File: config.mk
export PLATFORM = sky130hd
export DESIGN_NAME = search_loader
export DESIGN_NICKNAME = d
export VERILOG_FILES = /design/src/rtl/search_pkg.sv /design/src/rtl/start_watchdog.sv /design/src/rtl/search_loader.sv
export SDC_FILE = /design/constraint.sdc
export NUM_CORES = 1
export LEC_CHECK = 0
export BUFFER_PORTS_ARGS = -buffer_cell sky130_fd_sc_hd__buf_2
export CAP_MARGIN = 5
export CELL_PAD_IN_SITES_DETAIL_PLACEMENT = 0
export CELL_PAD_IN_SITES_GLOBAL_PLACEMENT = 1
export CORE_ASPECT_RATIO = 1.25
export CORE_MARGIN = 4
export CORE_UTILIZATION = 43
export DETAILED_ROUTE_END_ITERATION = 12
export PLACE_DENSITY_LB_ADDON = 0.1
export RECOVER_POWER = 50
export SLEW_MARGIN = 20
export SYNTH_ARGS = -nofsm -noshare
export SYNTH_HDL_FRONTEND = slang
export SYNTH_HIERARCHICAL = 1
export SYNTH_SLANG_ARGS = --single-unit
export TNS_END_PERCENT = 1
File: constraint.sdc
create_clock -name clk -period 4.36 [get_ports clk]
set_input_delay 0.654 -clock clk [delete_from_list [all_inputs] [get_ports clk]]
set_output_delay 0.654 -clock clk [all_outputs]
set_load 0.05 [all_outputs]
File: src/rtl/search_pkg.sv
// Shared definitions for the pattern-search slice: loader state encoding,
// symbol/address widths and the RAM read/write strobe encoding.
package search_pkg;

  localparam int unsigned DW = 3;  // symbol width, equals RAM data width
  localparam int unsigned AW = 6;  // RAM address width

  // ram_rw encoding, shared with the symbol RAM and the search control
  localparam logic RW_READ  = 1'b0;
  localparam logic RW_WRITE = 1'b1;

  typedef enum logic [1:0] {
    ST_IDLE  = 2'd0,
    ST_LOAD  = 2'd1,
    ST_START = 2'd2,
    ST_WAIT  = 2'd3
  } state_e;

endpackage

File: src/rtl/start_watchdog.sv
// Watches the engine's searching flag while the loader waits for a search.
// Ports:
//   clk, reset   clock, asynchronous active-low reset
//   active       loader is in WAIT; counter and seen flag are held clear otherwise
//   sch          engine searching flag
//   timeout      this is the START_TIMEOUT-th WAIT cycle and sch never rose
//   sch_fall     sch was seen high earlier and is low now (search finished)
module start_watchdog #(
  parameter int unsigned START_TIMEOUT = 15
) (
  input  logic clk,
  input  logic reset,
  input  logic active,
  input  logic sch,
  output logic timeout,
  output logic sch_fall
);

  localparam int unsigned CW = $clog2(START_TIMEOUT + 1);
  localparam logic [CW-1:0] LastCnt = CW'(START_TIMEOUT - 1);
  localparam logic [CW-1:0] SatCnt  = CW'(START_TIMEOUT);

  if (START_TIMEOUT < 1) begin : g_bad_timeout
    $error("start_watchdog: START_TIMEOUT must be at least 1");
  end

  logic [CW-1:0] cnt_q, cnt_d;
  logic          seen_q, seen_d;

  always_comb begin
    cnt_d  = '0;
    seen_d = 1'b0;
    if (active) begin
      cnt_d  = (cnt_q == SatCnt) ? cnt_q : cnt_q + 1'b1;
      seen_d = seen_q | sch;
    end
  end

  always_ff @(posedge clk or negedge reset) begin
    if (!reset) begin
      cnt_q  <= '0;
      seen_q <= 1'b0;
    end else begin
      cnt_q  <= cnt_d;
      seen_q <= seen_d;
    end
  end

  // cnt_q counts completed WAIT cycles, so WAIT lasts START_TIMEOUT cycles at most.
  // An sch rising in the final cycle still counts as a start.
  assign timeout  = active && !seen_q && !sch && (cnt_q >= LastCnt);
  assign sch_fall = active && seen_q && !sch;

endmodule

File: src/rtl/search_loader.sv
// Upstream feeder for the pattern-search engine. Accepts DEPTH symbols from a
// valid/ready stream, writes them to the symbol RAM at addresses 0..DEPTH-1,
// pulses shstr, then follows the engine's sch flag until done, timeout or abort.
// Ports:
//   clk, reset                 clock, asynchronous active-low reset
//   load_req, abort            run control
//   in_valid, in_data, in_ready  symbol stream
//   ram_rw, ram_addr, ram_data   registered RAM write port
//   shstr, sch                 search start pulse / engine searching flag
//   load_count, busy, done, error  status
module search_loader #(
  parameter int unsigned DW            = search_pkg::DW,
  parameter int unsigned AW            = search_pkg::AW,
  parameter int unsigned DEPTH         = 32,
  parameter int unsigned START_TIMEOUT = 15
) (
  input  logic          clk,
  input  logic          reset,
  input  logic          load_req,
  input  logic          abort,
  input  logic          in_valid,
  input  logic [DW-1:0] in_data,
  output logic          in_ready,
  output logic          ram_rw,
  output logic [AW-1:0] ram_addr,
  output logic [DW-1:0] ram_data,
  output logic          shstr,
  input  logic          sch,
  output logic [AW:0]   load_count,
  output logic          busy,
  output logic          done,
  output logic          error
);

  import search_pkg::*;

  localparam int unsigned CntW = AW + 1;
  localparam logic [CntW-1:0] LastBeat = CntW'(DEPTH - 1);

  if (DEPTH < 1 || DEPTH > (1 << AW)) begin : g_bad_depth
    $error("search_loader: DEPTH must be in 1..2**AW");
  end

  state_e        state_q, state_d;
  // Doubles as the write pointer: both clear on load_req and step on each accept.
  logic [AW:0]   cnt_q, cnt_d;
  logic          rw_q, rw_d;
  logic [AW-1:0] addr_q, addr_d;
  logic [DW-1:0] data_q, data_d;
  logic          done_q, done_d;
  logic          error_q, error_d;
  logic          timeout, sch_fall;

  start_watchdog #(
    .START_TIMEOUT(START_TIMEOUT)
  ) u_start_watchdog (
    .clk      (clk),
    .reset    (reset),
    .active   (state_q == ST_WAIT),
    .sch      (sch),
    .timeout  (timeout),
    .sch_fall (sch_fall)
  );

  always_comb begin
    state_d = state_q;
    cnt_d   = cnt_q;
    rw_d    = RW_READ;
    addr_d  = addr_q;
    data_d  = data_q;
    done_d  = 1'b0;
    error_d = 1'b0;
    if (abort && state_q != ST_IDLE) begin
      // A beat accepted in the abort cycle is dropped: no write, no count.
      state_d = ST_IDLE;
    end else begin
      unique case (state_q)
        ST_IDLE: begin
          if (load_req) begin
            state_d = ST_LOAD;
            cnt_d   = '0;
          end
        end
        ST_LOAD: begin
          if (in_valid) begin
            rw_d   = RW_WRITE;
            addr_d = cnt_q[AW-1:0];
            data_d = in_data;
            cnt_d  = cnt_q + 1'b1;
            if (cnt_q == LastBeat) state_d = ST_START;
          end
        end
        ST_START: state_d = ST_WAIT;
        ST_WAIT: begin
          if (sch_fall) begin
            state_d = ST_IDLE;
            done_d  = 1'b1;
          end else if (timeout) begin
            state_d = ST_IDLE;
            error_d = 1'b1;
          end
        end
        default: state_d = ST_IDLE;
      endcase
    end
  end

  always_ff @(posedge clk or negedge reset) begin
    if (!reset) begin
      state_q <= ST_IDLE;
      cnt_q   <= '0;
      rw_q    <= RW_READ;
      addr_q  <= '0;
      data_q  <= '0;
      done_q  <= 1'b0;
      error_q <= 1'b0;
    end else begin
      state_q <= state_d;
      cnt_q   <= cnt_d;
      rw_q    <= rw_d;
      addr_q  <= addr_d;
      data_q  <= data_d;
      done_q  <= done_d;
      error_q <= error_d;
    end
  end

  assign in_ready   = (state_q == ST_LOAD);
  assign shstr      = (state_q == ST_START);
  assign busy       = (state_q != ST_IDLE);
  assign ram_rw     = rw_q;
  assign ram_addr   = addr_q;
  assign ram_data   = data_q;
  assign load_count = cnt_q;
  assign done       = done_q;
  assign error      = error_q;

endmodule

# --- Word-level counts from Yosys, hierarchy flattened ---
# Index checks and enable logic that the tools add are counted.
totals:
  regBits: 26
  latchBits: 0
  mem_bits_rw: 0
  mem_bits_ro: 0
  n_memories: 0
op_classes:
  n_addsub: 2
  n_mul: 0
  n_div: 0
  order_cmp: 1
  eq_ne: 12
  shifts: 0
  mux: 23
  n_bitwise: 2
  n_reduce_logical: 14
op_table:
  columns: ["cell", "n"]
  rows:
  - ["$mux 7", 2]
  - ["$pmux 7 s2", 1]
  - ["$mux 2", 6]
  - ["$mux 1", 11]
  - ["$mux 4", 2]
  - ["$pmux 2 s4", 1]
  - ["$reduce_and 4->1", 2]
  - ["$add 7x1->7 const B", 1]
  - ["$eq 7x5->1 const B", 1]
  - ["$logic_and 1x1->1", 6]
  - ["$ne 2x2->1 const B", 3]
  - ["$add 4x1->4 const B", 1]
  - ["$eq 2x2->1 const B", 2]
  - ["$eq 4x4->1 const B", 1]
  - ["$ge 4x4->1 const B", 1]
  - ["$ne 4x4->1 const B", 1]
  - ["$reduce_bool 2->1", 2]
  - ["$ne 3x1->1 const B", 1]
  - ["$ne 3x2->1 const B", 1]
  - ["$ne 3x3->1 const B", 1]
  - ["$reduce_and 3->1", 1]
  - ["$eq 2x1->1 const B", 1]
  - ["$logic_not 1->1", 2]
  - ["$logic_not 2->1", 1]
  - ["2 further kinds", 2]

# --- Depth between registers and ports, before layout ---
depth:
  depth_word: 8
  depth_mapped: 7
  mapped_depth_nobuf: 7

# --- Hierarchy ---
# Netlist, hierarchy kept.
by_module_without_submodules:
  columns: ["mod", "instances", "cells_each", "area_each_um2"]
  rows:
  - ["search_loader", 1, 91, 1027.2]
  - ["start_watchdog", 1, 27, 276.5]

# --- Least setup slack after synthesis ---
# OpenSTA, ideal clock, no wires.
synth_path:
  path_type: "reg2reg"
  from: "reg state_q[1]"
  to: "reg cnt_q[3] (netlist: load_count[3])"
  setup_ns: 0.146
  t_arrival_ns: 2.064
  slack_ns: 2.150
  stages_incl_launch_ff: 8
  period_less_slack_ns: 2.210
  path_cell_list: "dfrtp_1 > inv_1 > ha_1 > buf_4 > or3b_1 > a21o_1 > o21ai_0 > o31ai_1"
synth_via:
  elab_cells_between_ends: 10
  cone_classes: "eq/ne (3); mux (1); bitwise (1); reduce/logical (5)"
synth_lines:
  columns: ["item", "line", "source"]
  rows:
  - ["start, declared", "search_loader.sv:44", "state_e state_q, state_d;"]
  - ["start signal, assigned", "search_loader.sv:118", "state_q <= state_d;"]
  - ["$eq 2x1->1 *", null, null]
  - ["via in_ready", "search_loader.sv:23", "output logic in_ready,"]
  - ["$ne 2x2->1 (no line) or $reduce_bool 2->1 (tied branches)", null, null]
  - ["$reduce_and 4->1 (no line)", null, null]
  - ["end signal, assigned", "search_loader.sv:119", "cnt_q <= cnt_d;"]
  - ["end, declared", "search_loader.sv:46", "logic [AW:0] cnt_q, cnt_d;"]
# Mark *: on every way through the listed nets, which the timed path passes. The rest lies on a longest branch.
# A chain may end at the register's enable or synchronous reset.

# --- Worst setup path in the final report ---
layout_path:
  from: "reg state_q[1]"
  to: "out in_ready"
layout_via:
  elab_chain_cells: 1
layout_lines:
  columns: ["item", "line", "source"]
  rows:
  - ["$eq 2x1->1", "search_loader.sv:128", "assign in_ready = (state_q == ST_LOAD);"]
  - ["end, declared", "search_loader.sv:23", null]
# Every way passes these cells.

==> flow_summary.json <==
{
  "synthCells": 118,
  "antenna_found_initial": 0,
  "synth-seq-cells": 26,
  "critPathLaunchType": "flop",
  "period_minus_slack_ns": 2.22,
  "power-per-cell-area_nw_per_um2": 613,
  "crit_family": "buffers and inverters",
  "track_usage_pct": 13.7,
  "cp-startpoint": "state_q[1]",
  "grt_start_max_net_pins": 27,
  "vias": 971,
  "cts_tree": "done",
  "rows": 22,
  "final_util_pct": 52.7,
  "drive_above_1_share_pct": 27.2,
  "syn2layout_area_growth_pct": 18.0,
  "hp-class": "reg -> reg",
  "placed_area_sq_um": 1490,
  "grt_pass1_wl_um": 4420,
  "postLayoutSetupSlackWorst_ns": 2.14,
  "hold_start": "ram_data[0]",
  "die_x_um": 57.3,
  "synth_compound_area_share_pct": 11.4,
  "vias_per_cell": 5.19,
  "synth_top_family_by_area": "simple AND/OR/NAND/NOR gates",
  "worst_pin_slew_ns": 1.32,
  "first_pass_iters": 3,
  "ys_top_cells_by_area": "dfrtp_1 (50%), mux2_2 (7.8%), ha_1 (7.7%)",
  "routabilityCongestion": 0.797,
  "cts_hold_buffers": 0,
  "yosysTopAreaCellShare_pct": 49.9,
  "synth-xor-area-share_pct": 0,
  "routed_wl_um": 2490,
  "grt_overflow_total": 0,
  "end_kind": "primary output",
  "path_clk_slew_ns": 0.15,
  "root_buffer": "clkbuf_4",
  "drt_iter0_drc": 8,
  "fin_skew_ns": 0.0101,
  "cts_setup_buffers": 0,
  "tns_ns": 0,
  "reg2reg_from": "state_q[1]",
  "ios": 31,
  "clock-sinks": 26,
  "post-place-ws_ns": 2.33,
  "synth_fp_nets": 135,
  "clock_latency_ns": 0.32,
  "ant_nets": 0,
  "grt_pass1_vias": 983,
  "fillCellCount": 295,
  "holdWs_ns": 0.516,
  "start_util_pct": 44.7,
  "path_buf_inv": 2,
  "worst_path_max_delay_cell": "dfrtp_1",
  "layout_common_cells": "dfrtp_1 (26), buf_2 (26), nand2_1 (13)",
  "critPathRequiredTime_ns": 3.71,
  "htreeDepth": 1,
  "fin_crit_sh_pct": 50.9,
  "fmax_mhz": 450,
  "cts_resized": 0,
  "finalNetCount": 169,
  "irDropWorstVdd_uv": 362,
  "ys_seq_area_share_pct": 49.9,
  "dieArea_sq_um": 3980,
  "synth_adder_area_share_pct": 7.68,
  "r2r_slack_ns": 2.32,
  "synth_simple_gate_area_share_pct": 17.6,
  "setup_violations": 0,
  "slowest_delay_ns": 0.43,
  "worstPathMaxFanout": 11,
  "die_h_um": 69.6,
  "postLayoutCellArea_sq_um": 1540,
  "hold_viol_final": 0,
  "synth_mux_area_share_pct": 10.8,
  "ys_types": 33,
  "core_sq_um": 2920,
  "hpwl_um": 1920,
  "status": "complete, no violations",
  "cts_buffer_depth": 2,
  "slew_violations": 0,
  "numCtsBuffers": 3,
  "crit_chain": "inv_1 > ha_1 > buf_2",
  "syn-cell-area_sq_um": 1300,
  "port_buffers": 30,
  "synth_area_leader_cell": "dfrtp_1",
  "arrival_ns": 1.57,
  "yosysWarnings": 6,
  "max-slew-margin-rel_pct": 12.3,
  "wl_per_cell_um": 13.3,
  "post-route-drc-count": 0,
  "power_leakage_nw": 0.786,
  "rsz0062_at_grt": "no",
  "max_cap_viol_count": 0,
  "critical_path_class": "reg -> out",
  "n_antenna_cell": 0,
  "syn_avg_cell_area_sq_um": 11.0
}
[cell usage after synthesis]
| library cell | n |
|---|---|
| a21o_1 | 1 |
| a21oi_1 | 1 |
| a21oi_2 | 1 |
| a22o_1 | 2 |
| a31o_2 | 1 |
| a31oi_1 | 1 |
| and2_1 | 2 |
| and3_1 | 2 |
| and3b_1 | 1 |
| and4b_1 | 1 |
| buf_4 | 1 |
| dfrtp_1 | 26 |
| ha_1 | 8 |
| inv_1 | 7 |
| mux2_2 | 9 |
| mux2i_1 | 4 |
| nand2_1 | 13 |
| nand2b_1 | 5 |
| nand3_1 | 5 |
| nand4_1 | 1 |
| nand4b_1 | 1 |
| nand4bb_1 | 2 |
| nor2_1 | 1 |
| nor2b_1 | 2 |
| nor3_1 | 1 |
| o211ai_1 | 1 |
| o21a_1 | 1 |
| o21ai_0 | 9 |
| o21ai_1 | 2 |
| o311a_1 | 1 |
| o31ai_1 | 2 |
| or3_1 | 2 |
| or3b_1 | 1 |
[layer usage]
metal / up-vias / routed length (um) / global-route usage (%)
met5: - / 0 / 0
met4: 0 / 16 / 4.64
met3: 2 / 103 / 1.86
met2: 16 / 1300 / 24.5
met1: 470 / 1070 / 16.5
li1: 483 / - / -
[logic make-up (layout without fill, tap and decap cells)]
| logic type | count (synthesis) | after routing |
|---|---|---|
| simple gates | 40 | 40 |
| flops | 26 | 26 |
| compound gates | 23 | 23 |
| mux | 13 | 13 |
| fa+ha+maj | 8 | 8 |
| buf+inv | 8 | 41 |
[layout make-up]
cell class	count	area [sq um]	share of cell area, %
clock inverters	1	30.0	1.95
multi-input cells	84	619	40.2
inverters	7	26.3	1.71
well taps	36	45.0	2.93
repair buffers	30	145	9.43
flip-flops and latches	26	651	42.3
clock buffers	3	22.5	1.46
[worst reg2reg max path, cell delays in order, from the launching register on]
cell and delay, ns:
dfrtp_1 0.43, inv_1 0.12, ha_1 0.37, or3b_1 0.43
a21o_1 0.30, o21ai_0 0.20, o21ai_0 0.10
[power by group]
group | switching, mW | internal, mW | leakage, nW | total (mW)
clock network | 0.0714 | 0.0929 | 0.0279 | 0.164
registers | 0.0372 | 0.290 | 0.350 | 0.327
logic | 0.318 | 0.135 | 0.408 | 0.453
[stage by stage]
| stage | power (mW) | instances |
|---|---|---|
| after global placement | 0.781 | 183 |
| after CTS | 0.957 | 187 |
| after floorplan | 0.692 | 118 |
| final | 0.944 | 187 |
| after detailed placement | 0.792 | 183 |
| after global routing | 1.01 | 187 |
[flip-flops by register name, summed over array words and instances, names as in the netlist]
signal and flops:
ram_rw 1, u_start_watchdog/cnt_q 4, load_count 7, done 1
ram_data 3, u_start_watchdog/seen_q 1, state_q 2, error 1
ram_addr 6
[final timing paths]
| path | end | cells past startpoint |
|---|---|---|
| setup reg to reg | load_count[2] | 6 |
| hold reg to reg | ram_data[0] | 1 |
| setup / recovery | in_ready | 3 |
| max in group asynchronous | state_q[1] | 1 |
| min in group asynchronous | ram_data[0] | 1 |
| hold / removal | ram_data[0] | 1 |
Power figures use the tool's default switching activity.
